**config.mk**
```make
export PLATFORM = sky130hd
export DESIGN_NAME = fetch_pc_queue_flat
export DESIGN_NICKNAME = d
export VERILOG_FILES = /design/src/rtl/fetch_pc_queue_if.sv /design/src/rtl/fetch_pc_queue.sv /design/src/flat_wrapper.sv
export SDC_FILE = /design/constraint.sdc
export NUM_CORES = 1
export LEC_CHECK = 0
export ABC_CLOCK_PERIOD_IN_PS = 8300
export CORE_MARGIN = 3
export CORE_UTILIZATION = 55
export DETAILED_ROUTE_END_ITERATION = 10
export PLACE_DENSITY = 0.8
export SYNTH_ARGS = -nofsm -noshare
export SYNTH_HDL_FRONTEND = slang
export SYNTH_SLANG_ARGS = --single-unit
```
**constraint.sdc**
```tcl
create_clock -name clk -period 8.3 [get_ports clk]
set_clock_uncertainty 0.1 [all_clocks]
set_input_delay 1.245 -clock clk [delete_from_list [all_inputs] [get_ports clk]]
set_output_delay 1.245 -clock clk [all_outputs]
set_load 0.1 [all_outputs]
```
**src/rtl/fetch_pc_queue_if.sv**
```systemverilog
// ---------------------------------------------------------------------------
// fetch_pc_queue_if : producer/consumer signal bundle for fetch_pc_queue
// Rev 1.0
// ---------------------------------------------------------------------------
`default_nettype none

interface fetch_pc_queue_if #(
  parameter int D_WIDTH = 32,
  parameter int PHT_AW  = 8,
  parameter int CW      = 3
);
  logic                 flush;
  logic                 in_valid;
  logic                 in_ready;
  logic [D_WIDTH-1:0]   in_pc;
  logic [1:0]           in_pc_src;
  logic [D_WIDTH-1:0]   in_target_btb;
  logic                 in_predict;
  logic [PHT_AW-1:0]    in_addr_pht;
  logic                 out_valid;
  logic                 out_ready;
  logic [D_WIDTH-1:0]   out_pc;
  logic [1:0]           out_pc_src;
  logic [D_WIDTH-1:0]   out_target_btb;
  logic                 out_predict;
  logic [PHT_AW-1:0]    out_addr_pht;
  logic [CW-1:0]        count;

  modport master (
    output flush, in_valid, in_pc, in_pc_src, in_target_btb, in_predict,
           in_addr_pht, out_ready,
    input  in_ready, out_valid, out_pc, out_pc_src, out_target_btb,
           out_predict, out_addr_pht, count
  );

  modport slave (
    input  flush, in_valid, in_pc, in_pc_src, in_target_btb, in_predict,
           in_addr_pht, out_ready,
    output in_ready, out_valid, out_pc, out_pc_src, out_target_btb,
           out_predict, out_addr_pht, count
  );
endinterface

`default_nettype wire

```
**src/rtl/fetch_pc_queue.sv**
```systemverilog
// ---------------------------------------------------------------------------
// fetch_pc_queue : first-word-fall-through queue of fetch PCs and prediction data
// Rev 1.0
// ---------------------------------------------------------------------------
`default_nettype none

module fetch_pc_queue #(
  parameter int D_WIDTH = 32,
  parameter int DEPTH   = 4,
  parameter int PHT_AW  = 8,
  parameter int CW      = $clog2(DEPTH) + 1
) (
  input  wire logic       clk,
  input  wire logic       rst,
  fetch_pc_queue_if.slave q
);

  localparam int PW = $clog2(DEPTH);
  localparam int EW = 2*D_WIDTH + PHT_AW + 3;

  logic [EW-1:0] r_mem [DEPTH];
  logic [PW-1:0] r_wr_ptr;
  logic [PW-1:0] r_rd_ptr;
  logic [CW-1:0] r_count;

  logic          w_full;
  logic          w_empty;
  logic          w_push;
  logic          w_pop;
  logic [EW-1:0] w_head;

  assign w_full  = (r_count == CW'(DEPTH));
  assign w_empty = (r_count == '0);
  assign w_push  = q.in_valid && !w_full;
  assign w_pop   = q.out_ready && !w_empty;

  // in_ready is held low during reset so nothing is offered before the queue is live
  assign q.in_ready  = !rst && !w_full;
  assign q.out_valid = !w_empty;
  assign q.count     = r_count;

  always_ff @(posedge clk or posedge rst) begin
    if (rst) begin
      r_wr_ptr <= '0;
      r_rd_ptr <= '0;
      r_count  <= '0;
    end else if (q.flush) begin
      r_wr_ptr <= '0;
      r_rd_ptr <= '0;
      r_count  <= '0;
    end else begin
      if (w_push) r_wr_ptr <= r_wr_ptr + PW'(1);
      if (w_pop)  r_rd_ptr <= r_rd_ptr + PW'(1);
      if (w_push && !w_pop)      r_count <= r_count + CW'(1);
      else if (w_pop && !w_push) r_count <= r_count - CW'(1);
    end
  end

  // Storage carries no reset; invalid slots are masked at the output
  always_ff @(posedge clk) begin
    if (w_push && !q.flush && !rst)
      r_mem[r_wr_ptr] <= {q.in_pc, q.in_pc_src, q.in_target_btb,
                          q.in_predict, q.in_addr_pht};
  end

  assign w_head = w_empty ? '0 : r_mem[r_rd_ptr];
  assign {q.out_pc, q.out_pc_src, q.out_target_btb,
          q.out_predict, q.out_addr_pht} = w_head;

endmodule

`default_nettype wire
```
**src/flat_wrapper.sv**
```systemverilog
// flat-port wrapper written by rule: the top's interface ports become plain ports
module fetch_pc_queue_flat 
#(
  parameter int D_WIDTH = 32,
  parameter int DEPTH   = 4,
  parameter int PHT_AW  = 8,
  parameter int CW      = $clog2(DEPTH) + 1
)
  (clk, rst, q_flush, q_in_valid, q_in_pc, q_in_pc_src, q_in_target_btb, q_in_predict, q_in_addr_pht, q_out_ready, q_in_ready, q_out_valid, q_out_pc, q_out_pc_src, q_out_target_btb, q_out_predict, q_out_addr_pht, q_count);
  fetch_pc_queue_if #(.D_WIDTH(D_WIDTH), .PHT_AW(PHT_AW), .CW(CW)) q_i ();
  input  wire logic clk;
  input  wire logic rst;
  input wire logic [$bits(q_i.flush)-1:0] q_flush;
  input wire logic [$bits(q_i.in_valid)-1:0] q_in_valid;
  input wire logic [$bits(q_i.in_pc)-1:0] q_in_pc;
  input wire logic [$bits(q_i.in_pc_src)-1:0] q_in_pc_src;
  input wire logic [$bits(q_i.in_target_btb)-1:0] q_in_target_btb;
  input wire logic [$bits(q_i.in_predict)-1:0] q_in_predict;
  input wire logic [$bits(q_i.in_addr_pht)-1:0] q_in_addr_pht;
  input wire logic [$bits(q_i.out_ready)-1:0] q_out_ready;
  output wire logic [$bits(q_i.in_ready)-1:0] q_in_ready;
  output wire logic [$bits(q_i.out_valid)-1:0] q_out_valid;
  output wire logic [$bits(q_i.out_pc)-1:0] q_out_pc;
  output wire logic [$bits(q_i.out_pc_src)-1:0] q_out_pc_src;
  output wire logic [$bits(q_i.out_target_btb)-1:0] q_out_target_btb;
  output wire logic [$bits(q_i.out_predict)-1:0] q_out_predict;
  output wire logic [$bits(q_i.out_addr_pht)-1:0] q_out_addr_pht;
  output wire logic [$bits(q_i.count)-1:0] q_count;
  assign q_i.flush = q_flush;
  assign q_i.in_valid = q_in_valid;
  assign q_i.in_pc = q_in_pc;
  assign q_i.in_pc_src = q_in_pc_src;
  assign q_i.in_target_btb = q_in_target_btb;
  assign q_i.in_predict = q_in_predict;
  assign q_i.in_addr_pht = q_in_addr_pht;
  assign q_i.out_ready = q_out_ready;
  assign q_in_ready = q_i.in_ready;
  assign q_out_valid = q_i.out_valid;
  assign q_out_pc = q_i.out_pc;
  assign q_out_pc_src = q_i.out_pc_src;
  assign q_out_target_btb = q_i.out_target_btb;
  assign q_out_predict = q_i.out_predict;
  assign q_out_addr_pht = q_i.out_addr_pht;
  assign q_count = q_i.count;
  fetch_pc_queue #(.D_WIDTH(D_WIDTH), .DEPTH(DEPTH), .PHT_AW(PHT_AW), .CW(CW)) u_core (.clk(clk), .rst(rst), .q(q_i));
endmodule
```
* After elaboration in Yosys (flattened, before gate mapping)
Memory sizes are Yosys's and may differ from the RTL's. Cells that the tools add are included.
Operators by class: add/subtract/negate cells 4, reduce and logical (&&, ||, !) cells 17, multiplexer cells 10, equal/unequal tests 1
Operators by type and width (count):
- $mux 75 | 1
- $mux 3 | 3
- $mux 2 | 4
- $logic_and 1x1->1 | 7
- $logic_not 1->1 | 6
- $add 2x1->2 const B | 2
- $reduce_bool 2->1 | 2
- $add 3x1->3 const B | 1
- $eq 3x3->1 const B | 1
- $logic_not 3->1 | 1
- $reduce_bool 3->1 | 1
- $sub 3x1->3 const B | 1
- $mux 1 | 2
Word-level totals: memories 1, RAM bits 300, bits of input ports 80, bits in registers 7, logic and storage cells 36, output and inout bits 80
Memory list:
- u_core.r_mem | words 4, width 75, read ports 1, clocked after memory_dff 0, write ports 1, line fetch_pc_queue.sv:21 | logic [EW-1:0] r_mem [DEPTH];

* Longest topological paths before layout
Gate-level depths: netlist of run 1.
word-level depth 8, depth in mapped cells 7, depth with buffers taken out 6

* Worst setup path before layout of run 1
OpenSTA, ideal clock, no wires.
path type input -> register, from in q_in_valid, to mem u_core.r_mem[0][0] in the netlist's numbering (enable), arrival time 4.847 ns, library setup time 0.509 ns, path buffers 1, data required time 7.691 ns, stages 3, slack 2.844 ns, path through clkbuf_1 -> nand4_1 -> nor2_1
On the way: cells in the longest elaborated chain, start to end 5
RTL lines:
- start: declaration | line flat_wrapper.sv:14 | input wire logic [$bits(q_i.in_valid)-1:0] q_in_valid;
- $logic_and 1x1->1 | line fetch_pc_queue.sv:34 | assign w_push = q.in_valid && !w_full;
- $logic_and 1x1->1 (2 in series) | line fetch_pc_queue.sv:61 | if (w_push && !q.flush && !rst)
- $mux 1 | line fetch_pc_queue.sv:61
- $mux 1 (not written as such) | line fetch_pc_queue.sv:62 | r_mem[r_wr_ptr] <= {q.in_pc, q.in_pc_src, q.in_target_btb,
- end: declaration | line fetch_pc_queue.sv:21
No other way between the ends.

* Worst setup path in the final report of run 1
from reg u_core.r_rd_ptr[0], to out q_out_pc[16]
On the way: cells in the longest elaborated chain, start to end 2
RTL lines:
- start: declaration | line fetch_pc_queue.sv:23 | logic [PW-1:0] r_rd_ptr;
- start signal: assignment | line fetch_pc_queue.sv:53 | if (w_pop) r_rd_ptr <= r_rd_ptr + PW'(1);
- $mem_v2 4x75
- $mux 75 | line fetch_pc_queue.sv:66 | assign w_head = w_empty ? '0 : r_mem[r_rd_ptr];
- end: declaration | line flat_wrapper.sv:23 | output wire logic [$bits(q_i.out_pc)-1:0] q_out_pc;
No other way between the ends.

==> impl_results.md, run 1 <==
* Root Buffer: clkbuf_16
* CTS Buf Count at 30
* Least-Margin Pin Slew at 1.16 ns
* R2r setup slk at 5.00 ns
* WP data arrival at 4.04 ns
* Via count at 5810
* Vias in the first global route at 6337
* Final worst path period need at 5.39 ns
* Hold Vio Cnt, Final at 0
* End point of the critical path: q_out_pc[16]
* Worst setup path start: u_core.r_rd_ptr[0]
* Clock transition at path regs at 0.06 ns
* Register area share after synthesis at 77.1%
* Die ar. at 23500 sq um
* Proportion of layout cells with a drive suffix above 1 at 17.6%
* Post-DR wirelength/cell at 22.8 microns
* Setup TNS at 0 ns
* Final nets at 796
* Initial antenna violation count at 1
* Resized Gates After CTS at 0
* Critical path fanouts, max at 50
* Vias per inst at 5.75
* Clock Tree Buf Depth at 3
* Maximum clock rate at 186 MHz
* FILL cells at 1313
* RSZ-0062 raised after global routing: false
* Area Growth Syn to Fin at 22.8%
* R2r endpoint: u_core.r_mem[0][21]
* DIE WIDTH at 153 microns
* Slew Limit Fails at 0
* Synth cell types at 38
* Post-DP HPWL at 13.6 mm
* Fin crit share at 64.9%
* Ports at 160
* Flops & latches, synth at 307
* Syn_nets at 630
* Detailed Route WL at 23.1 mm
* Final setup vio count at 0
* Critical Path End Type: primary output
* Max-slew headroom at 22.5%
* Hold crit path type: flop to flop
* Cells after synthesis at 545
* First-pass GRT wire length at 36.3 mm
* Total grt overflow at 0
* Max cap viols at 0
* # port buffers at 159
* Setup bufs post-CTS at 0
* CTS Hold Bufs at 0
* Footprint of the multi-input gates at 2510 sq um
* Drt first-iter violations at 398
* Crit start category: flop
* R2R Path Start: u_core.q.count[0]
* TritonCTS clock tree: built
* Post-route ant nets at 0
* Total track usage at 20.0%
* WP data required at 6.95 ns
* Netlist Area Pre-Place at 11900 sq um
* Largest net degree at the start of global routing at 77
* Synth warn at 0
* Site Rows at 53
* Starting Density at 56.3%
* Residual DRC count at 0
* Die H at 153 microns
* Sink Count at 307
* Pre-antenna DRT Iters at 5
* Worst skew pair latency at 0.54 ns
* H-tree lvl count at 1
* Gpl congestion at 0.756
* Reg area at 9190 sq um
* Status: complete, no violations
* Core Footprint at 21200 sq um
* R2R cell count at 4
* Kind of critical path: flop to primary output
* Syn_area_per_cell at 21.9 sq um
[per-layer routing]
layer / wire (microns) / vias to the layer above / global-route usage [%]
met1: 9210 / 3021 / 27.7
met5: 9 / - / 0
met3: 1830 / 38 / 4.78
met2: 11600 / 218 / 32.9
met4: 404 / 2 / 4.67
li1: - / 2531 / -
[stage by stage]
step           setup WS [ns]  area, sq um  instances  hold slack, ns  utilization (%)
2_1_floorplan           2.84        11900        545           0.457                -
3_3_place_gp            3.37        13700        954           0.469             64.9
3_5_place_dp            3.35        13700        954           0.509             64.9
4_1_cts                 2.77        14600       1009           0.518             69.2
5_1_grt                 2.60        14600       1009           0.563             69.2
6_report                2.91        14600       1011           0.518             69.2
[cell type report]
class,count,area share [%]
sequential,307,62.8
multi-input combinational,195,17.2
antenna,2,0.0342
timing repair buffer,165,11.2
inverter,12,0.308
tap,275,2.35
clock buffer,43,5.61
clock inverter,12,0.539
[registers in the layout, summed over array words and instances (netlist names)]
name             flops
u_core.r_wr_ptr      2
u_core.q.count       3
u_core.r_mem       300
u_core.r_rd_ptr      2
[kinds of logic (layout without fill, tap and decap cells)]
| group | count (synthesis) | in the layout | share of synthesized area [%] |
|---|---|---|---|
| mux | 77 | 77 | 14.4 |
| buf+inv | 43 | 232 | 2.08 |
| flops | 307 | 307 | 77.1 |
| fa+ha+maj | 5 | 5 | 0.588 |
| xor+xnor | 2 | 2 | 0.147 |
| other cells | 0 | 2 | 0 |
| compound gates | 16 | 16 | 0.966 |
| simple gates | 95 | 95 | 4.77 |
[synthesized netlist by cell type]
cell / count / share of area, %
xor2_1: 2 / 0.15
buf_1: 4 / 0.13
and3_1: 1 / 0.053
mux2_2: 1 / 0.095
clkbuf_2: 1 / 0.042
o21ai_0: 3 / 0.13
dfrtp_1: 7 / 1.5
nor2_1: 12 / 0.38
o311ai_0: 1 / 0.074
o21a_1: 1 / 0.063
a311oi_1: 1 / 0.074
buf_2: 8 / 0.34
a21o_1: 1 / 0.063
a211oi_1: 1 / 0.063
a21oi_1: 2 / 0.084
nor3b_1: 1 / 0.063
edfxtp_1: 300 / 76
buf_12: 3 / 0.50
a211o_1: 1 / 0.074
buf_8: 1 / 0.13
and2_1: 75 / 3.9
mux4_2: 75 / 14
buf_4: 2 / 0.13
mux2i_1: 1 / 0.084
inv_1: 12 / 0.38
o31ai_1: 2 / 0.13
o211a_1: 1 / 0.084
nand3_1: 2 / 0.084
buf_6: 1 / 0.095
o211ai_1: 1 / 0.063
ha_1: 4 / 0.42
a31o_2: 1 / 0.074
fa_1: 1 / 0.17
or3_1: 1 / 0.053
clkbuf_1: 11 / 0.35
nand4_1: 1 / 0.053
or3b_2: 1 / 0.074
and3b_1: 1 / 0.074
[worst min-delay path by stage]
| stage | depth (start not counted) | end | start | slack, ns |
|---|---|---|---|---|
| 2_1_floorplan | 2 | u_core.r_wr_ptr[0] | u_core.r_wr_ptr[0] | 0.46 |
| 3_3_place_gp | 2 | u_core.r_wr_ptr[0] | u_core.r_wr_ptr[0] | 0.47 |
| 3_5_place_dp | 2 | u_core.r_wr_ptr[0] | u_core.r_wr_ptr[0] | 0.51 |
| 4_1_cts | 2 | u_core.r_wr_ptr[0] | u_core.r_wr_ptr[0] | 0.52 |
| 5_1_grt | 2 | u_core.r_wr_ptr[1] | u_core.r_wr_ptr[1] | 0.56 |
| 6_report | 2 | u_core.r_wr_ptr[0] | u_core.r_wr_ptr[0] | 0.52 |
[worst max-delay path: stages (launching register included)]
cell and delay [ns]:
dfrtp_4 1.07, buf_4 0.64, mux4_2 0.60, and2_1 0.18, clkdlybuf4s50_1 0.96
[placed cells by master (no fill, tap or decap)]
cell             instances
clkbuf_16               31
or3b_2                   1
xor2_1                   2
and3b_1                  1
o211ai_1                 1
bufinv_16                1
clkinv_2                 6
clkdlybuf4s50_1        159
dfrtp_4                  2
nand4_1                  1
a211oi_1                 1
o21a_1                   1
mux2_2                   1
clkbuf_1                12
clkinv_1                 5
a31o_2                   1
o211a_1                  1
a311oi_1                 1
or3_2                    1
dfrtp_1                  5
nand3_1                  2
inv_1                   12
o311ai_0                 1
mux2i_1                  1
edfxtp_1               300
o31ai_1                  2
mux4_2                  75
nor3b_1                  1
o21ai_0                  3
fa_1                     1
ha_1                     4
a21oi_1                  2
diode_2                  2
a211o_1                  1
and2_1                  75
buf_4                    6
and3_1                   1
nor2_1                   8
nor2_4                   4
a21o_1                   1
Power of run 1 is not shown: default switching activity piles up to over one toggle a cycle in this logic, so the estimate is an artifact.
==> inputs of run 2 (changes only) <==
--- a/config.mk
+++ b/config.mk
@@ -5,7 +5,7 @@
 export SDC_FILE = /design/constraint.sdc
 export NUM_CORES = 1
 export LEC_CHECK = 0
-export ABC_CLOCK_PERIOD_IN_PS = 8300
+export ABC_CLOCK_PERIOD_IN_PS = 5200
 export CORE_MARGIN = 3
 export CORE_UTILIZATION = 55
 export DETAILED_ROUTE_END_ITERATION = 10
==> constraint.sdc (replaced) <==
create_clock -name clk -period 5.2 [get_ports clk]
set_clock_uncertainty 0.1 [all_clocks]
set_input_delay 0.78 -clock clk [delete_from_list [all_inputs] [get_ports clk]]
set_output_delay 0.78 -clock clk [all_outputs]
set_load 0.1 [all_outputs]
==> impl_results.md, run 2 (synthesis results as in run 1) <==
* Status: complete, no violations
* Worst skew pair latency at 0.53 ns
* Critical Path End Type: primary output
* Worst setup path start: u_core.r_rd_ptr[1]
* Drt first-iter violations at 469
* Initial antenna violation count at 1
* DIE WIDTH at 153 microns
* Clock transition at path regs at 0.06 ns
* Pre-antenna DRT Iters at 4
* Detailed Route WL at 22.8 mm
* Kind of critical path: flop to primary output
* Most frequent cells in the layout: edfxtp_1, clkdlybuf4s50_1, mux4_2, and2_1, clkbuf_16
* CTS Buf Count at 29
* Clock Tree Buf Depth at 3
* Setup bufs post-CTS at 0
* Cell Area, Placed at 13800 sq um
* Register bank with the most flops: u_core.r_mem
* Critical path fanouts, max at 76
* Die ar. at 23500 sq um
* Max stage delay on crit path at 1.22 ns
* Design Area, Final at 14800 sq um
* Most common cell after layout, fill and taps aside: edfxtp_1
* Total track usage at 19.8%
* Post-DP HPWL at 13.5 mm
* Area Growth Syn to Fin at 24.1%
* Ports at 160
* WP data arrival at 3.46 ns
* Vias in the first global route at 6316
* Post-route ant nets at 0
* Hold crit path type: input pin to async pin
* Final setup vio count at 0
* # port buffers at 159
* N_diodes at 0
* Maximum clock rate at 230 MHz
* R2r setup slk at 2.50 ns
* Site Rows at 53
* Total grt overflow at 0
* Buf+Inv Stages, Crit Path at 1
* H-tree lvl count at 1
* Max cap viols at 0
* Crit path cell chain: mux4_2 > and2_1 > clkdlybuf4s50_1
* CTS Hold Bufs at 0
* Max-slew headroom at 21.8%
* First-pass GRT wire length at 36.3 mm
* CP top delay family: flip-flops
* TritonCTS clock tree: built
* Hold Vio Cnt, Final at 0
* Die H at 153 microns
* Vias per inst at 5.76
* Starting Density at 56.3%
* Fin crit share at 83.5%
* Critical path's slowest cell: dfrtp_4
* Proportion of layout cells with a drive suffix above 1 at 19.0%
* Core Footprint at 21200 sq um
* Sink Count at 307
* Gpl congestion at 0.826
* Least-Margin Pin Slew at 1.17 ns
* RSZ-0062 raised after global routing: false
* Largest net degree at the start of global routing at 77
* R2R cell count at 4
* Via count at 5819
* R2r endpoint: u_core.r_mem[2][52]
* WP data required at 4.32 ns
* Final nets at 800
* Number of flip-flops under the largest register name at 300
* Residual DRC count at 0
* Post-DR wirelength/cell at 22.6 microns
* Crit start category: flop
* Final worst path period need at 4.34 ns
* Root Buffer: clkbuf_16
* FILL cells at 1316
* Resized Gates After CTS at 0
* Slew Limit Fails at 0
* R2R Path Start: u_core.q.count[0]
* Crit path depth at 3
-- run 2: cell count changes in the layout (fill, tap and decap cells not counted) --
| cell | before | now |
|---|---|---|
| clkbuf_16 | 31 | 29 |
| diode_2 | 2 | 0 |
| clkinv_1 | 5 | 3 |
| bufinv_16 | 1 | 4 |
| clkinv_2 | 6 | 5 |
| clkbuf_8 | 0 | 5 |
| buf_12 | 0 | 3 |
| buf_4 | 6 | 8 |
| clkinvlp_4 | 0 | 1 |
| clkbuf_1 | 12 | 5 |
-- run 2: how the worst max path moves through the flow --
stage	slack [ns]	endpoint
finish	0.86	q_out_predict
detailed placement	1.37	q_out_target_btb[28]
global route	0.70	q_out_target_btb[10]
global placement	1.40	q_out_pc[22]
CTS	0.80	q_out_target_btb[28]
floorplan	-0.16	u_core.r_mem[0][0]
-- run 2: cell type report --
type | instances | area [sq um] | share of cell area [%]
Sequential cell | 307 | 9190 | 62.2
Clock inverter | 13 | 164 | 1.11
Timing Repair Buffer | 170 | 1710 | 11.6
Clock buffer | 39 | 813 | 5.50
Inverter | 12 | 45.0 | 0.305
Tap cell | 275 | 344 | 2.33
Multi-Input combinational cell | 195 | 2510 | 17.0
-- run 2: worst reg2reg max path: stages (launching register included) --
cell and delay (ns):
dfrtp_1 0.56, or3b_2 0.24, nand4_1 0.41, nor2_4 0.56
buf_12 0.42
-- run 2: routing by layer --
layer | vias up | global-route usage [%] | part of all wire, %
li1 | 2543 | - | -
met1 | 2995 | 28.4 | 41
met2 | 238 | 32.5 | 50
met3 | 41 | 4.08 | 7.5
met4 | 2 | 4.16 | 1.6
met5 | - | 0 | 0.057
-- run 2: stage by stage --
step           util (%)  TNS [ns]  setup WS (ns)  hold WS, ns  cells
5_1_grt            69.9         0          0.704        0.447   1011
3_5_place_dp       65.3         0           1.37        0.495    959
2_1_floorplan         -    -48.83         -0.163        0.457    545
4_1_cts            69.9         0          0.798        0.417   1011
3_3_place_gp       65.3         0           1.40        0.477    959
6_report           69.9         0          0.855        0.432   1011
Power of run 2 is left out for the same reason.
==> inputs of run 3 (changes only) <==
--- a/config.mk
+++ b/config.mk
@@ -5,7 +5,7 @@
 export SDC_FILE = /design/constraint.sdc
 export NUM_CORES = 1
 export LEC_CHECK = 0
-export ABC_CLOCK_PERIOD_IN_PS = 5200
+export ABC_CLOCK_PERIOD_IN_PS = 4300
 export CORE_MARGIN = 3
 export CORE_UTILIZATION = 55
 export DETAILED_ROUTE_END_ITERATION = 10
==> constraint.sdc (replaced) <==
create_clock -name clk -period 4.3 [get_ports clk]
set_clock_uncertainty 0.1 [all_clocks]
set_input_delay 0.645 -clock clk [delete_from_list [all_inputs] [get_ports clk]]
set_output_delay 0.645 -clock clk [all_outputs]
set_load 0.1 [all_outputs]
==> impl_results.md, run 3 (synthesis results as in run 1) <==
* Final setup margin at 0.315 ns
* Post-DP HPWL at 13.5 mm
* Least-Margin Pin Slew at 1.03 ns
* DP Cell Count at 961
* Maximum clock rate at 251 MHz
* Worst skew pair latency at 0.54 ns
* H-tree lvl count at 1
* Final worst path period need at 3.98 ns
* Die ar. at 23500 sq um
* Final nets at 803
* Slew Limit Fails at 0
* Setup TNS at 0 ns
* R2R Path Start: u_core.q.count[1]
* Final setup vio count at 0
* Cell Area, Placed at 13700 sq um
* Site Rows at 53
* Critical path fanouts, max at 50
* Worst setup path start: u_core.q.count[1]
* Area Growth Syn to Fin at 22.3%
* Critical path's slowest cell: clkdlybuf4s50_1
* Hold Vio Cnt, Final at 0
* Register bank with the most flops: u_core.r_mem
* Clock Tree Buf Depth at 3
* Largest net degree at the start of global routing at 51
* Detailed Route WL at 22.8 mm
* Clock transition at path regs at 0.06 ns
* Pre-antenna DRT Iters at 4
* Total track usage at 19.2%
* Resized Gates After CTS at 0
* First-pass GRT wire length at 35.2 mm
* Crit start category: flop
* N_diodes at 0
* Kind of critical path: flop to primary output
* # port buffers at 159
* Drt first-iter violations at 359
* Most common cell after layout, fill and taps aside: edfxtp_1
* Design Area, Final at 14600 sq um
* Ports at 160
* Die H at 153 microns
* Vias per inst at 5.71
* Via count at 5802
* Initial antenna violation count at 2
* Root Buffer: clkbuf_16
* Most frequent cells in the layout: edfxtp_1, clkdlybuf4s50_1, mux4_2, and2_1, buf_4
* Hold crit path type: input pin to async pin
* Fin crit share at 92.7%
* Gpl congestion at 0.760
* Core Footprint at 21200 sq um
* Setup bufs post-CTS at 0
* Crit path cell chain: or3_2 > and2_1 > clkdlybuf4s50_1
* CTS Buf Count at 30
* CTS Hold Bufs at 0
* Critical Path End Type: primary output
* Starting Density at 56.3%
* DIE WIDTH at 153 microns
* FILL cells at 1304
* Place WS at 0.853 ns
* Vias in the first global route at 6043
* WP data arrival at 3.24 ns
* Max-slew headroom at 31.4%
* Status: complete, no violations
* Max stage delay on crit path at 0.97 ns
* TritonCTS clock tree: built
* Post-route ant nets at 0
* Residual DRC count at 0
* Total grt overflow at 0
* Non-Filler Instances at 1016
* Sink Count at 307
* Max cap viols at 0
* Number of flip-flops under the largest register name at 300
* RSZ-0062 raised after global routing: false
* WP data required at 3.56 ns
* Proportion of layout cells with a drive suffix above 1 at 25.4%
* Post-DR wirelength/cell at 22.5 microns
[run 3: cell type report]
type                       count  area, sq um  share of cell area [%]
clock buffer                  42          826                    5.67
clock inverter                13         68.8                   0.473
inverter                      12         45.0                   0.309
multi-input combinational    195         2510                    17.3
sequential                   307         9190                    63.1
tap                          275          344                    2.36
timing repair buffer         172         1580                    10.8
[run 3: through the flow]
step	utilization, %	hold WS (ns)
finish	68.8	0.313
CTS	68.8	0.284
floorplan	-	0.357
global placement	64.6	0.471
detailed placement	64.6	0.488
global route	68.8	0.314
[run 3: worst paths after layout]
path                                             to  slack, ns  depth (start not counted)
worst max-delay path            q_out_target_btb[5]       0.32                          3
worst min-delay path              u_core.q.count[0]       0.31                          2
worst max register to register    u_core.q.count[2]       1.74                          6
worst min register to register   u_core.r_wr_ptr[1]       0.50                          2
max in group asynchronous        u_core.r_rd_ptr[1]       3.53                          2
min in group clk                 u_core.r_wr_ptr[1]       0.50                          2
[run 3: worst max-delay path, delay by kind of cell, from the launching register on]
family / cells / cell delay, ns
buffers and inverters: 1 / 0.97
DFF: 1 / 0.50
and+or+nand+nor: 2 / 1.22
[run 3: routing by layer]
| layer | GRT usage, % | vias to the layer above | share of wire (%) |
|---|---|---|---|
| met5 | 0 | - | 0.11 |
| met4 | 4.41 | 4 | 2.2 |
| met3 | 4.98 | 44 | 8.0 |
| met2 | 30.6 | 236 | 49 |
| met1 | 27.5 | 2974 | 41 |
| li1 | - | 2544 | - |
Power of run 3 is left out for the same reason.
